File: config.mk
export PLATFORM = sky130hd
export DESIGN_NAME = keccak_round_ctrl
export DESIGN_NICKNAME = d
export VERILOG_FILES = /design/src/rtl/keccak_round_ctrl.sv
export SDC_FILE = /design/constraint.sdc
export NUM_CORES = 1
export LEC_CHECK = 0
export BUFFER_PORTS_ARGS = -buffer_cell sky130_fd_sc_hd__buf_2
export CORE_ASPECT_RATIO = 0.7
export CORE_MARGIN = 2
export CORE_UTILIZATION = 30
export CTS_CLUSTER_SIZE = 40
export DETAILED_ROUTE_END_ITERATION = 16
export PLACE_DENSITY = 0.48
export SETUP_SLACK_MARGIN = 0.2
export SLEW_MARGIN = 0
export SYNTH_ARGS = -nofsm -noshare
export SYNTH_HDL_FRONTEND = slang
export SYNTH_SLANG_ARGS = --single-unit
File: constraint.sdc
create_clock -name clk -period 5.9 [get_ports clk]
set_input_delay 0.885 -clock clk [delete_from_list [all_inputs] [get_ports clk]]
set_output_delay 0.885 -clock clk [all_outputs]
set_load 0.005 [all_outputs]
File: src/rtl/keccak_round_ctrl.sv
// Round/step sequencer for the Keccak-f[1600] datapath: issues theta..iota per round,
// drives the iota round index and state-register write-back, with a per-step watchdog.
module keccak_round_ctrl #(
   parameter int NUM_ROUNDS = 24,
   parameter int TIMEOUT    = 64
) (
   input  logic        clk,
   input  logic        reset,
   input  logic        start,
   input  logic        abort,
   output logic        busy,
   output logic        done,
   output logic        err,
   output logic [31:0] round,
   output logic [4:0]  step_start,
   input  logic [4:0]  step_valid,
   output logic [2:0]  step_sel,
   output logic        state_we
);

   localparam int WD_W  = $clog2(TIMEOUT) + 1;
   localparam int RND_W = (NUM_ROUNDS > 1) ? $clog2(NUM_ROUNDS) : 1;

   localparam logic [WD_W-1:0]  WD_LAST   = WD_W'(TIMEOUT - 1);
   localparam logic [WD_W-1:0]  WD_ONE    = WD_W'(1);
   localparam logic [RND_W-1:0] RND_LAST  = RND_W'(NUM_ROUNDS - 1);
   localparam logic [RND_W-1:0] RND_ONE   = RND_W'(1);
   localparam logic [2:0]       STEP_IOTA = 3'd4;

   typedef enum logic [1:0] {IDLE, ISSUE, WAIT, DONE} state_t;

   state_t           state, state_nxt;
   logic [2:0]       step, step_nxt;
   logic [RND_W-1:0] rnd, rnd_nxt;
   logic [WD_W-1:0]  wd, wd_nxt;
   logic             fin, fin_nxt;
   logic             err_nxt, done_nxt, busy_nxt, we_nxt;
   logic [2:0]       sel_nxt;
   logic [4:0]       start_nxt;
   logic             hit;

   assign round = {{(32-RND_W){1'b0}}, rnd};

   always_comb begin
      state_nxt = state;
      step_nxt  = step;
      rnd_nxt   = rnd;
      wd_nxt    = wd;
      fin_nxt   = fin;
      err_nxt   = err;
      sel_nxt   = step_sel;
      we_nxt    = 1'b0;
      hit       = step_valid[step];

      if (abort) begin
         state_nxt = IDLE;
         fin_nxt   = 1'b0;
      end else begin
         case (state)
            IDLE: begin
               if (start) begin
                  state_nxt = ISSUE;
                  step_nxt  = '0;
                  rnd_nxt   = '0;
                  err_nxt   = 1'b0;
                  fin_nxt   = 1'b0;
               end
            end
            ISSUE: begin
               state_nxt = WAIT;
               wd_nxt    = '0;
            end
            WAIT: begin
               // The final write-back gets its own cycle so done follows the committed state.
               if (fin) begin
                  state_nxt = DONE;
                  fin_nxt   = 1'b0;
               end else if (hit) begin
                  we_nxt  = 1'b1;
                  sel_nxt = step;
                  if (step != STEP_IOTA) begin
                     step_nxt  = step + 3'd1;
                     state_nxt = ISSUE;
                  end else if (rnd != RND_LAST) begin
                     rnd_nxt   = rnd + RND_ONE;
                     step_nxt  = '0;
                     state_nxt = ISSUE;
                  end else begin
                     fin_nxt = 1'b1;
                  end
               end else if (wd == WD_LAST) begin
                  err_nxt   = 1'b1;
                  state_nxt = IDLE;
               end else begin
                  wd_nxt = wd + WD_ONE;
               end
            end
            DONE: begin
               state_nxt = IDLE;
            end
            default: begin
               state_nxt = IDLE;
            end
         endcase
      end

      busy_nxt  = (state_nxt == ISSUE) || (state_nxt == WAIT);
      done_nxt  = (state_nxt == DONE);
      start_nxt = (state_nxt == ISSUE) ? (5'b00001 << step_nxt) : 5'b00000;
   end

   always_ff @(posedge clk or negedge reset) begin
      if (!reset) begin
         state      <= IDLE;
         step       <= '0;
         rnd        <= '0;
         wd         <= '0;
         fin        <= 1'b0;
         busy       <= 1'b0;
         done       <= 1'b0;
         err        <= 1'b0;
         step_start <= '0;
         step_sel   <= '0;
         state_we   <= 1'b0;
      end else begin
         state      <= state_nxt;
         step       <= step_nxt;
         rnd        <= rnd_nxt;
         wd         <= wd_nxt;
         fin        <= fin_nxt;
         busy       <= busy_nxt;
         done       <= done_nxt;
         err        <= err_nxt;
         step_start <= start_nxt;
         step_sel   <= sel_nxt;
         state_we   <= we_nxt;
      end
   end

endmodule

==> flow_summary.yaml <==
clock_tree:
  cts_setup_buffers: 0
  htreeDepth: 2
  clock-sinks: 30
  numCtsBuffers: 5
  clk_latency_ns: 0.28
  cts_tree: "yes"
  clkTransAtPathRegs_ns: 0.07
  cts_resized: 0
  cts_max_path_buffers: 2
  cts-root-buf: "clkbuf_8"
  cts_hold_buffers: 0
global_routing:
  grt_pass1_vias: 1171
  grt_pass1_wl_microns: 6240
  gr-total-overflow: 0
  grt_max_degree: 31
  grt_use_total_pct: 12.8
  antenna_found_initial: 0
timing:
  post-route-period-util_pct: 47.8
  setup_viol: 0
  slew_viol_final: 0
  worstMarginPinSlew_ns: 1.02
  hold_viol: 0
  maxSlewHeadroom_pct: 31.1
  fin_setup_tns_ns: 0
  rsz0062_at_grt: "false"
  max_clock_freq_mhz: 355
  finalCriticalPeriod_ns: 2.82
  hold_ws_ns: 0.473
  fin_skew_ns: 0.00922
final_layout:
  fillCellCount: 608
  area_delta_synth_final_pct: 9.62
  layout-drive-gt1-share_pct: 17.2
  design_area_sq_um: 1950
  num_antenna_cells: 0
  nNetsFinal: 235
placement:
  hpwlAfterDp_microns: 2770
  port_buffers: 25
  placed_area_sq_um: 1860
  gp_congestion: 0.782
job:
  cap_violations: 0
worst_hold_path:
  worstHoldStart: "step_sel[0]"
  hp-class: "reg -> reg"
routing:
  drt-initial-drc-count: 89
  drc: 0
  drt-total-wl_microns: 3800
  vias: 1385
  drtPass1Iterations: 4
  drt-wirelength-per-cell_microns: 12.8
  ant_nets: 0
  via_per_inst: 4.68
critical_path:
  worstPathRequired_ns: 6.07
  worst-endpoint-arrival_ns: 2.99
  critPathKind: "in -> reg"
  end_kind: "flop"
  crit_path_top_delay_cell: "o32ai_1"
  start_kind: "input pin"
  path_max_fanout: 5
  startpoint: "step_valid[0]"
  worst-path-buf-inv: 1
  slowest_delay_ns: 0.57
  crit_family: "compound AO/OA/AOI/OAI gates"
  r2r_start: "step[1]"
  crit_chain: "buf_2, mux2_4, o32ai_1, a211oi_1, o21a_1, or2_2, ha_1, nand2_1, and3b_1"
power_and_ir_drop:
  total_power_mw: 0.498
  p_per_area_nw_per_um2: 255
  peakVddDrop_uv: 77.3
  p_leak_nw: 0.988
floorplanning:
  dieWidth_microns: 96.1
  core_sq_um: 5730
  rows: 23
  start_util_pct: 31.1
  die_area_sq_um: 6580
  io_pins: 53
  die_y_microns: 68.5
run_status:
  outcome: "finished clean"
logic_synthesis:
  ys.flop_type: "dfrtp_1"
  synth_edf_count: 0
  syn_inst: 196
  synth_seq_cells: 30
  ys_types: 42
  avgSynthCellArea_sq_um: 9.09
  ys_warn_count: 0
  yosysSeqAreaShare_pct: 42.1
  syn_area_sq_um: 1780
  async_flop_share_pct: 100
[worst register-to-register path, cell delays in order (launching register included)]
cell and delay (ns):
dfrtp_1 0.48, mux2_4 0.35, o32ai_1 0.57, a211oi_1 0.16, o21a_1 0.21, or2_2 0.27
ha_1 0.20, nand2_1 0.12, and3b_1 0.19
[Yosys cell counts, types with 2 or more instances]
library cell / count / area (sq um)
buf_4: 27 / 203
nor3b_1: 2 / 15.0
clkbuf_1: 6 / 22.5
nor2_1: 9 / 33.8
dfrtp_1: 30 / 751
o32ai_1: 2 / 17.5
ha_1: 6 / 75.1
nor3_1: 4 / 20.0
o211ai_1: 5 / 37.5
nand2b_1: 7 / 43.8
nand2_1: 20 / 75.1
or2_2: 2 / 12.5
inv_1: 11 / 41.3
o21ai_0: 12 / 60.1
o21ai_1: 2 / 10.0
o311ai_0: 2 / 17.5
a21oi_1: 7 / 35.0
nor4_1: 4 / 25.0
nand3_1: 10 / 50.1
or4_1: 6 / 45.0
[layer usage]
layer,GRT usage [%],part of all wire (%),vias up
li1,-,-,683
met1,20.3,57,663
met2,16.5,38,37
met3,3.96,5.3,2
met4,2.68,0.21,0
met5,0,0,-
[per-stage QoR]
step                      setup slack (ns)  util [%]  std cells
after floorplan                       3.16         -        222
after global placement                2.90      32.5        288
after detailed placement              2.84      32.5        288
after CTS                             3.12      34.1        296
after global routing                  2.99      34.1        296
final                                 3.08      34.1        296
[layout by cell type (no fill, tap or decap), types with 2 or more instances in the layout]
master | netlist | routed
or4_1 | 6 | 6
inv_1 | 11 | 11
clkbuf_8 | 0 | 6
nand2b_1 | 7 | 7
or2_2 | 2 | 2
o21ai_1 | 2 | 2
o21ai_0 | 12 | 12
nor4_1 | 4 | 4
a21oi_1 | 7 | 7
nand3_1 | 10 | 10
nor2_1 | 9 | 9
conb_1 | 1 | 27
nand2_1 | 20 | 20
o211ai_1 | 5 | 5
ha_1 | 6 | 6
o311ai_0 | 2 | 2
buf_2 | 0 | 25
dfrtp_1 | 30 | 30
nor3b_1 | 2 | 2
nor3_1 | 4 | 4
o32ai_1 | 2 | 2
[final timing paths]
kind                       cells past startpoint  slack (ns)       endpoint
max                                            9        3.08  step_start[3]
min reg2reg                                    2        0.47    step_sel[0]
min                                            2        0.47    step_sel[0]
min in group asynchronous                      1        0.65         rnd[1]
max in group asynchronous                      1        4.81       state[1]
max reg2reg                                    8        3.25  step_start[3]
[kinds of logic after synthesis]
family	synth area share (%)
AOI/OAI and AO/OA	13.8
adders and majority gates	4.21
buffers and inverters	15.6
DFF	42.1
muxes	2.04
other	0.210
and+or+nand+nor	22.1
[final cells by class]
type | count | area [sq um] | area share (%)
Multi-Input combinational cell | 147 | 851 | 43.6
Sequential cell | 30 | 751 | 38.4
Timing Repair Buffer | 25 | 125 | 6.41
Tap cell | 75 | 93.8 | 4.80
Clock buffer | 7 | 86.3 | 4.42
Inverter | 11 | 41.3 | 2.11
Clock inverter | 1 | 5.00 | 0.256
[flip-flops by register name (all words and copies together), names as in the netlist]
signal      cells
wd              7
rnd             5
step_sel        3
step            3
busy            1
state_we        1
fin             1
done            1
state           2
step_start      5
err             1
[power breakdown]
part	switching (mW)	internal, mW	leakage [nW]
sequential	0.0185	0.223	0.395
clock	0.0770	0.0940	0.0482
combinational	0.0526	0.0328	0.545
(Power assumes the default switching activity.)
